--- src/rtl/branch_train_queue.sv ---
`default_nettype none
// ============================================================================
// Module   : branch_train_queue
// Purpose  : In-order queue of in-flight gshare predictions. Pops on resolve
//            and drives the predictor training port. Optional statistics
//            counters are enabled by BRANCH_TRAIN_QUEUE_STATS_EN.
// Revision : 1.0 - initial release
// ============================================================================
module branch_train_queue #(
    parameter int N     = 7,
    parameter int DEPTH = 8
) (
    input  logic                       clk,
    input  logic                       areset,
    input  logic                       pred_valid,
    input  logic [N-1:0]               pred_pc,
    input  logic                       pred_taken,
    input  logic [N-1:0]               pred_history,
    output logic                       pred_ready,
    input  logic                       resolve_valid,
    input  logic                       resolve_taken,
    output logic                       train_valid,
    output logic                       train_taken,
    output logic                       train_mispredicted,
    output logic [N-1:0]               train_history,
    output logic [N-1:0]               train_pc,
    output logic [$clog2(DEPTH):0]     count,
`ifdef BRANCH_TRAIN_QUEUE_STATS_EN
    output logic [15:0]                stat_resolved,
    output logic [15:0]                stat_mispredicted,
`endif
    output logic                       resolve_error
);

    localparam int                  c_PTR_W = $clog2(DEPTH);
    localparam int                  c_CNT_W = c_PTR_W + 1;
    localparam logic [c_CNT_W-1:0]  c_FULL  = c_CNT_W'(DEPTH);

    logic [N-1:0]          r_pc_mem   [DEPTH];
    logic [N-1:0]          r_hist_mem [DEPTH];
    logic                  r_taken_mem[DEPTH];

    logic [c_PTR_W-1:0]    r_head;
    logic [c_PTR_W-1:0]    r_tail;
    logic [c_CNT_W-1:0]    r_count;
    logic                  r_train_valid;
    logic                  r_train_taken;
    logic                  r_train_mis;
    logic [N-1:0]          r_train_hist;
    logic [N-1:0]          r_train_pc;
    logic                  r_resolve_error;

    logic                  w_ready;
    logic                  w_push;
    logic                  w_pop;
    logic                  w_mis;
    logic                  w_flush;
    logic                  w_push_keep;

    assign w_ready     = (r_count != c_FULL);
    assign w_push      = pred_valid && w_ready;
    assign w_pop       = resolve_valid && (r_count != '0);
    assign w_mis       = resolve_taken ^ r_taken_mem[r_head];
    assign w_flush     = w_pop && w_mis;
    // A push alongside a flush is itself wrong-path and must not be kept.
    assign w_push_keep = w_push && !w_flush;

    always_ff @(posedge clk) begin
        if (w_push_keep) begin
            r_pc_mem[r_tail]    <= pred_pc;
            r_hist_mem[r_tail]  <= pred_history;
            r_taken_mem[r_tail] <= pred_taken;
        end
    end

    always_ff @(posedge clk or negedge areset) begin
        if (!areset) begin
            r_head  <= '0;
            r_tail  <= '0;
            r_count <= '0;
        end else if (w_flush) begin
            r_head  <= r_tail;
            r_count <= '0;
        end else begin
            if (w_push_keep) r_tail <= r_tail + c_PTR_W'(1);
            if (w_pop)       r_head <= r_head + c_PTR_W'(1);
            if (w_push_keep && !w_pop)      r_count <= r_count + c_CNT_W'(1);
            else if (w_pop && !w_push_keep) r_count <= r_count - c_CNT_W'(1);
        end
    end

    always_ff @(posedge clk or negedge areset) begin
        if (!areset) begin
            r_train_valid   <= 1'b0;
            r_train_taken   <= 1'b0;
            r_train_mis     <= 1'b0;
            r_train_hist    <= '0;
            r_train_pc      <= '0;
            r_resolve_error <= 1'b0;
        end else begin
            r_train_valid <= w_pop;
            if (w_pop) begin
                r_train_taken <= resolve_taken;
                r_train_mis   <= w_mis;
                r_train_hist  <= r_hist_mem[r_head];
                r_train_pc    <= r_pc_mem[r_head];
            end
            if (resolve_valid && (r_count == '0)) r_resolve_error <= 1'b1;
        end
    end

`ifdef BRANCH_TRAIN_QUEUE_STATS_EN
    logic [15:0] r_stat_resolved;
    logic [15:0] r_stat_mis;

    always_ff @(posedge clk or negedge areset) begin
        if (!areset) begin
            r_stat_resolved <= '0;
            r_stat_mis      <= '0;
        end else if (w_pop) begin
            if (r_stat_resolved != 16'hFFFF) r_stat_resolved <= r_stat_resolved + 16'd1;
            if (w_mis && (r_stat_mis != 16'hFFFF)) r_stat_mis <= r_stat_mis + 16'd1;
        end
    end

    assign stat_resolved     = r_stat_resolved;
    assign stat_mispredicted = r_stat_mis;
`endif

    assign pred_ready         = w_ready;
    assign train_valid        = r_train_valid;
    assign train_taken        = r_train_taken;
    assign train_mispredicted = r_train_mis;
    assign train_history      = r_train_hist;
    assign train_pc           = r_train_pc;
    assign count              = r_count;
    assign resolve_error      = r_resolve_error;

endmodule
`default_nettype wire

--- config.mk ---
export PLATFORM = sky130hd
export DESIGN_NAME = branch_train_queue
export DESIGN_NICKNAME = d
export VERILOG_FILES = /design/src/rtl/branch_train_queue.sv
export SDC_FILE = /design/constraint.sdc
export NUM_CORES = 1
export LEC_CHECK = 0
export ABC_AREA = 0
export CAP_MARGIN = 10
export CORE_MARGIN = 8
export CORE_UTILIZATION = 45
export CTS_CLUSTER_DIAMETER = 40
export DETAILED_ROUTE_END_ITERATION = 10
export PLACE_DENSITY = 0.67
export SLEW_MARGIN = 20
export SYNTH_ARGS = -nofsm -noshare
export SYNTH_HDL_FRONTEND = slang
export SYNTH_SLANG_ARGS = --single-unit
--- constraint.sdc ---
create_clock -name clk -period 3.45 [get_ports clk]
set_input_delay 0.345 -clock clk [delete_from_list [all_inputs] [get_ports clk]]
set_output_delay 0.345 -clock clk [all_outputs]
set_load 0.03 [all_outputs]
# Word level (Yosys, flattened, before mapping)
# Memory sizes are Yosys's and may differ from the RTL's. A register that Yosys moved wholly into a read port is not among the register bits.
# Index checks and enable logic that the tools add are counted.
dict set report classes {
  reduce_logical 17
  add_sub_neg 4
  order_cmp 0
  div 0
  multipliers 0
  n_mux 7
  shifts 0
  bitwise 2
  eq_ne 1
}
# cell n
set ops {}
lappend ops {{4-bit two-way mux} 3}
lappend ops {{1-bit logical AND} 7}
lappend ops {{3-bit by 1-bit adder with 3-bit output (second input constant)} 2}
lappend ops {{3-bit two-way mux} 2}
lappend ops {{1-bit zero test} 5}
lappend ops {{4-bit by 1-bit adder with 4-bit output (second input constant)} 1}
lappend ops {{4-bit zero test} 1}
lappend ops {{4-bit inequality test (second input constant)} 1}
lappend ops {{4-bit nonzero test} 1}
lappend ops {{4-bit by 1-bit subtractor with 4-bit output (second input constant)} 1}
lappend ops {{3-bit nonzero test} 1}
lappend ops {{1-bit two-way mux} 2}
lappend ops {{2-bit AND reduction} 1}
lappend ops {{2-bit nonzero test} 1}
lappend ops {{1-bit inverter} 1}
lappend ops {{1-bit bitwise XOR} 1}
dict set report totals {
  latchBits 0
  elab_cells 41
  rom_bits 0
  mem_bits_rw 120
  output_inout_bits 23
  n_memories 3
  ff_bits 14
}
# memory depth word_bits rd rd_ports_with_merged_regs wr line_no
set mem_list {}
lappend mem_list {r_hist_mem 8 7 1 1 1 40} ;# logic [N-1:0] r_hist_mem [DEPTH];
lappend mem_list {r_pc_mem 8 7 1 1 1 39} ;# logic [N-1:0] r_pc_mem [DEPTH];
lappend mem_list {r_taken_mem 8 1 1 0 1 41} ;# logic r_taken_mem[DEPTH];

# Depth between registers and ports, before layout
dict set report logic_depth {
  depth_word 10
  mapped_depth 9
  mapped_depth_nobuf 9
}

# Worst setup path before layout
# No wires, ideal clock.
dict set report synth_timing {
  path_kind {flip-flop to flip-flop}
  start {register r_count[1], in the netlist count[1]}
  end {memory r_hist_mem[2][0] (enable)}
  path_stages_with_launch 6
  setup_ns 0.426
  setup_slack_ns -0.014
  n_path_buf 0
  arrival_ns 3.039
  t_required_ns 3.024
  path_cell_list {dfrtp_1 -> o41ai_4 -> inv_1 -> nand2_1 -> o211ai_4 -> nor4_1}
}
dict set report synth_between {
  elab_chain_len 7
  word_cells_on_any_way 9
  classes_between {1 x eq/ne; 2 x mux; 6 x reduce/logical}
}
# item line_no
set synth_lines {}
lappend synth_lines {{start: declaration} 45} ;# logic [c_CNT_W-1:0] r_count;
lappend synth_lines {{start signal: assignment} 87} ;# if (w_push_keep && !w_pop) r_count <= r_count + c_CNT_W'(1);
lappend synth_lines {{start signal: assignment} 88} ;# else if (w_pop && !w_push_keep) r_count <= r_count - c_CNT_W'(1);
lappend synth_lines {{4-bit nonzero test} 62} ;# assign w_pop = resolve_valid && (r_count != '0);
lappend synth_lines {{1-bit logical AND} 62}
lappend synth_lines {{named net w_pop} 55} ;# logic w_pop;
lappend synth_lines {{1-bit logical AND} 64} ;# assign w_flush = w_pop && w_mis;
lappend synth_lines {{1-bit zero test} 66} ;# assign w_push_keep = w_push && !w_flush;
lappend synth_lines {{1-bit logical AND} 66}
lappend synth_lines {{1-bit two-way mux} 69} ;# if (w_push_keep) begin
lappend synth_lines {{1-bit two-way mux (not written as such)} 71} ;# r_hist_mem[r_tail] <= pred_history;
lappend synth_lines {{end: declaration} 40}
# The timed path passes the listed nets, and every way through them passes these cells.

# Final worst setup path
dict set report layout_timing {
  start {register r_count[1], in the netlist count[1]}
  end {memory r_pc_mem[2][6] (enable)}
}
dict set report layout_between {
  elab_chain_len 7
  word_cells_on_any_way 9
  classes_between {1 x eq/ne; 2 x mux; 6 x reduce/logical}
}
# item line_no
set layout_lines {}
lappend layout_lines {{4-bit nonzero test} 62}
lappend layout_lines {{1-bit logical AND} 62}
lappend layout_lines {{named net w_pop} 55}
lappend layout_lines {{1-bit logical AND} 64}
lappend layout_lines {{1-bit zero test} 66}
lappend layout_lines {{1-bit logical AND} 66}
lappend layout_lines {{1-bit two-way mux} 69}
lappend layout_lines {{1-bit two-way mux (not written as such)} 70} ;# r_pc_mem[r_tail] <= pred_pc;
lappend layout_lines {{end: declaration} 39}
# The timed path passes the listed nets, and every way through them passes these cells.

==> results.ini <==
[sta]
grt_setup_unrepaired=false
number_of_setup_violations_in_the_final_report=0
final_period_minus_worst_setup_slack_ns=2.670
timing_hold_violations_final=0
fin_worst_skew_ns=0.009347
slew_of_the_pin_with_the_lowest_slew_margin_ns=0.8765
totalNegativeSetupSlack_ns=0
maxSlewViolCount=0
timing.final.crit_share_pct=77.38
max-slew-margin-rel_pct=41.38
max_clock_freq_mhz=374.6

[floorplan]
io_pins=43
floorplan.initialDensity_pct=45.38
chip_width_um=130.9
floorplan.die.height_um=130.9
fp-row-count=42
placeableCoreArea_mm2=0.01309
fp.dieArea_mm2=0.01713

[global_route]
global_route.usage.met3_pct=4.789
first_global_vias=3051
grt_pass1_wl_um=18110
groute.layer.met1.usage_pct=17.96
globalRouteMet2Util_pct=25.16
grt_overflow=0
grt_max_degree=32
global_route.peak_usage_layer=met2
antenna_found_initial=0
grt.total_usage_pct=14.94

[worst_setup_path]
worst_setup_path_end_kind=flop
r2r-start=count[1]
worst-endpoint-arrival_ns=2.76
worst_setup_path_start_kind=flop
path_max_fanout=15
path_class=flop to flop
first_element_of_the_critical_path=count[1]
cp_data_required_time_ns=3.55

[logic_synthesis]
cell_accounting_for_the_most_synthesized_area=sky130_fd_sc_hd__edfxtp_1
synth.ff_latch_count=148
synth_cell_types=47
seq_area_frac_synth_pct=72.48
async_reset_ff_share_pct=18.92
post-synth-top-area-fraction_pct=60.68
synth.avg_cell_area_um2=18.44
synth_enable_flop_cells=120
yosysWarnings=0
ys_dominant_reg_cell=sky130_fd_sc_hd__edfxtp_1
synthesis.nets=347
synth_top_cells_by_area=sky130_fd_sc_hd__edfxtp_1 61%, sky130_fd_sc_hd__dfrtp_1 12%, sky130_fd_sc_hd__mux4_2 11%
area_of_the_mapped_netlist_mm2=0.005938
synthCells=322

[clocking]
clock_transition_at_path_regs_ns=0.06
cts.sink_count=148
postCtsSetupBuffers=0
ctsHoldBuffers=0
clkLatencyLatePin_ns=0.41
clock_tree.root_cell=sky130_fd_sc_hd__clkbuf_16
tritoncts.num_buffers=17
ctsLongestPathBuffers=2
cts_resized=0
cts_max_level=4
tritoncts_clock_tree=yes

[placement]
gp_routability_congestion=0.7332
dpl-instance-area_mm2=0.006638
dp_cells=537
port_buffers=42
post-dp-hpwl_um=7684

[power_and_ir_drop]
power_per_cell_area_mw_per_mm2=885.1
power.sequential.fraction_pct=40.6
comb_power_share_pct=32.5
power_leakage_nw=2.520
worst_ir_drop_on_vdd_uv=689.7
p_sw_mw=2.080
cell_internal_pwr_mw=4.291
clock_power_share_pct=26.9
switching_share_pct=32.65

[drt]
route.final.wire_length_um=11660
route.detailed.vias_per_inst=5.264
ant_nets=0
drc=0
via_count=2995
drt_iter0_drc=289
dr.pass1.iters=5
route.detailed.wl_per_inst_um=20.49

[final_layout]
area.growth.synth_to_final_pct=21.22
final_instance_area_mm2=0.007198
final.fill_count=1018
layout-drive-gt1-share_pct=23.16
instances_no_fill=569
n_diodes=0
num-nets-final=405

[min_path]
worst_hold_path_type=input pin to async pin

[status]
run_status=finished clean

[run]
maxCapViolCount=0

synth_stat cells (2+ instances only):
library cell,number
sky130_fd_sc_hd__edfxtp_1,120
sky130_fd_sc_hd__dfrtp_1,28
sky130_fd_sc_hd__mux4_2,28
sky130_fd_sc_hd__nand2_1,25
sky130_fd_sc_hd__mux2i_1,20
sky130_fd_sc_hd__o21ai_0,17
sky130_fd_sc_hd__nor2_1,8
sky130_fd_sc_hd__nor3_1,6
sky130_fd_sc_hd__buf_2,5
sky130_fd_sc_hd__clkbuf_1,5
sky130_fd_sc_hd__ha_1,4
sky130_fd_sc_hd__inv_1,4
sky130_fd_sc_hd__xnor2_1,4
sky130_fd_sc_hd__a21o_1,3
sky130_fd_sc_hd__buf_1,3
sky130_fd_sc_hd__nor4_1,3
sky130_fd_sc_hd__a21oi_1,2
sky130_fd_sc_hd__and2_4,2
sky130_fd_sc_hd__buf_6,2
sky130_fd_sc_hd__mux2_4,2
sky130_fd_sc_hd__nand2b_1,2
sky130_fd_sc_hd__nand3_1,2
sky130_fd_sc_hd__nor2b_1,2
sky130_fd_sc_hd__nor3b_1,2
layer usage:
| layer | routed length (um) | part of all wire [%] | up-vias |
|---|---|---|---|
| met5 | 0 | 0 | - |
| met4 | 85 | 0.73 | 0 |
| met3 | 587 | 5.0 | 6 |
| met2 | 6102 | 52 | 62 |
| met1 | 4886 | 42 | 1543 |
| li1 | - | - | 1384 |
layout by cell type (no fill, tap or decap), drive strengths merged, types with 2 or more instances in the layout:
| cell | instances |
|---|---|
| mux2i | 20 |
| a21o | 3 |
| o21ai | 17 |
| o211ai | 2 |
| clkdlybuf4s50 | 42 |
| a21oi | 2 |
| nand2 | 26 |
| o41ai | 2 |
| and2 | 2 |
| dfrtp | 28 |
| buf | 13 |
| clkinv | 5 |
| nor2b | 2 |
| mux2 | 2 |
| edfxtp | 120 |
| mux4 | 28 |
| inv | 8 |
| clkinvlp | 2 |
| nand2b | 2 |
| clkbuf | 21 |
| xnor2 | 4 |
| nor2 | 8 |
| nor3 | 6 |
| ha | 4 |
| nor3b | 2 |
| nand3 | 2 |
| nor4 | 3 |
stage by stage:
stage / power [mW] / hold WS (ns) / util [%] / worst slack, ns
after floorplan: 4.025 / 0.04941 / - / -0.01436
after global placement: 4.697 / 0.4410 / 50.73 / 0.8804
after detailed placement: 4.736 / 0.4458 / 50.73 / 0.7762
after CTS: 6.469 / 0.4388 / 55.01 / 0.7589
after global routing: 6.703 / 0.4732 / 55.01 / 0.5932
final: 6.371 / 0.4343 / 55.01 / 0.7805
sequential cells by signal, indices dropped and copies added, names as in the netlist:
name	count
r_hist_mem	56
r_pc_mem	56
r_taken_mem	8
train_history	7
train_pc	7
count	4
r_head	3
r_tail	3
resolve_error	1
train_mispredicted	1
train_taken	1
train_valid	1
kinds of logic after synthesis:
kind of cell / after synthesis / share of synthesized area, %
xor gates and xnor gates: 5 / 0.7374
muxes: 50 / 14.50
DFF: 148 / 72.48
adders and majority gates: 5 / 1.180
and+or+nand+nor: 60 / 5.310
buffers and inverters: 21 / 1.706
AOI/OAI and AO/OA: 33 / 4.088
critical path: stages, from the launching register on:
cell and delay, ns:
sky130_fd_sc_hd__dfrtp_1 0.46, sky130_fd_sc_hd__o41ai_4 0.71, sky130_fd_sc_hd__inv_1 0.25, sky130_fd_sc_hd__nand2_1 0.23, sky130_fd_sc_hd__o211ai_4 0.20, sky130_fd_sc_hd__nor4_2 0.20
sky130_fd_sc_hd__buf_4 0.30
power by group through the flow:
stage	clock network (mW)	registers [mW]	logic [mW]
after global placement	0	2.61	2.09
after global routing	1.82	2.63	2.25
after detailed placement	0	2.62	2.12
after CTS	1.75	2.59	2.12
after floorplan	0	2.72	1.30
final	1.72	2.59	2.07
layout make-up:
cell class	count	area, um2	area share (%)
inverters	5	18.77	0.2607
repair buffers	55	518.0	7.196
clock buffers	21	460.4	6.397
well taps	176	220.2	3.059
flip-flops and latches	148	4305	59.81
multi-input cells	153	1575	21.88
clock inverters	11	100.1	1.391
final timing paths:
path,endpoint,slack [ns],cells after the start
worst max register to register,r_pc_mem[2][6],0.78,6
worst min register to register,resolve_error,0.45,1
min in group clk,resolve_error,0.45,1
worst max-delay path,r_pc_mem[2][6],0.78,6
max in group asynchronous,r_head[1],2.28,2
worst min-delay path,train_pc[1],0.43,1
Power figures use the tool's default switching activity.
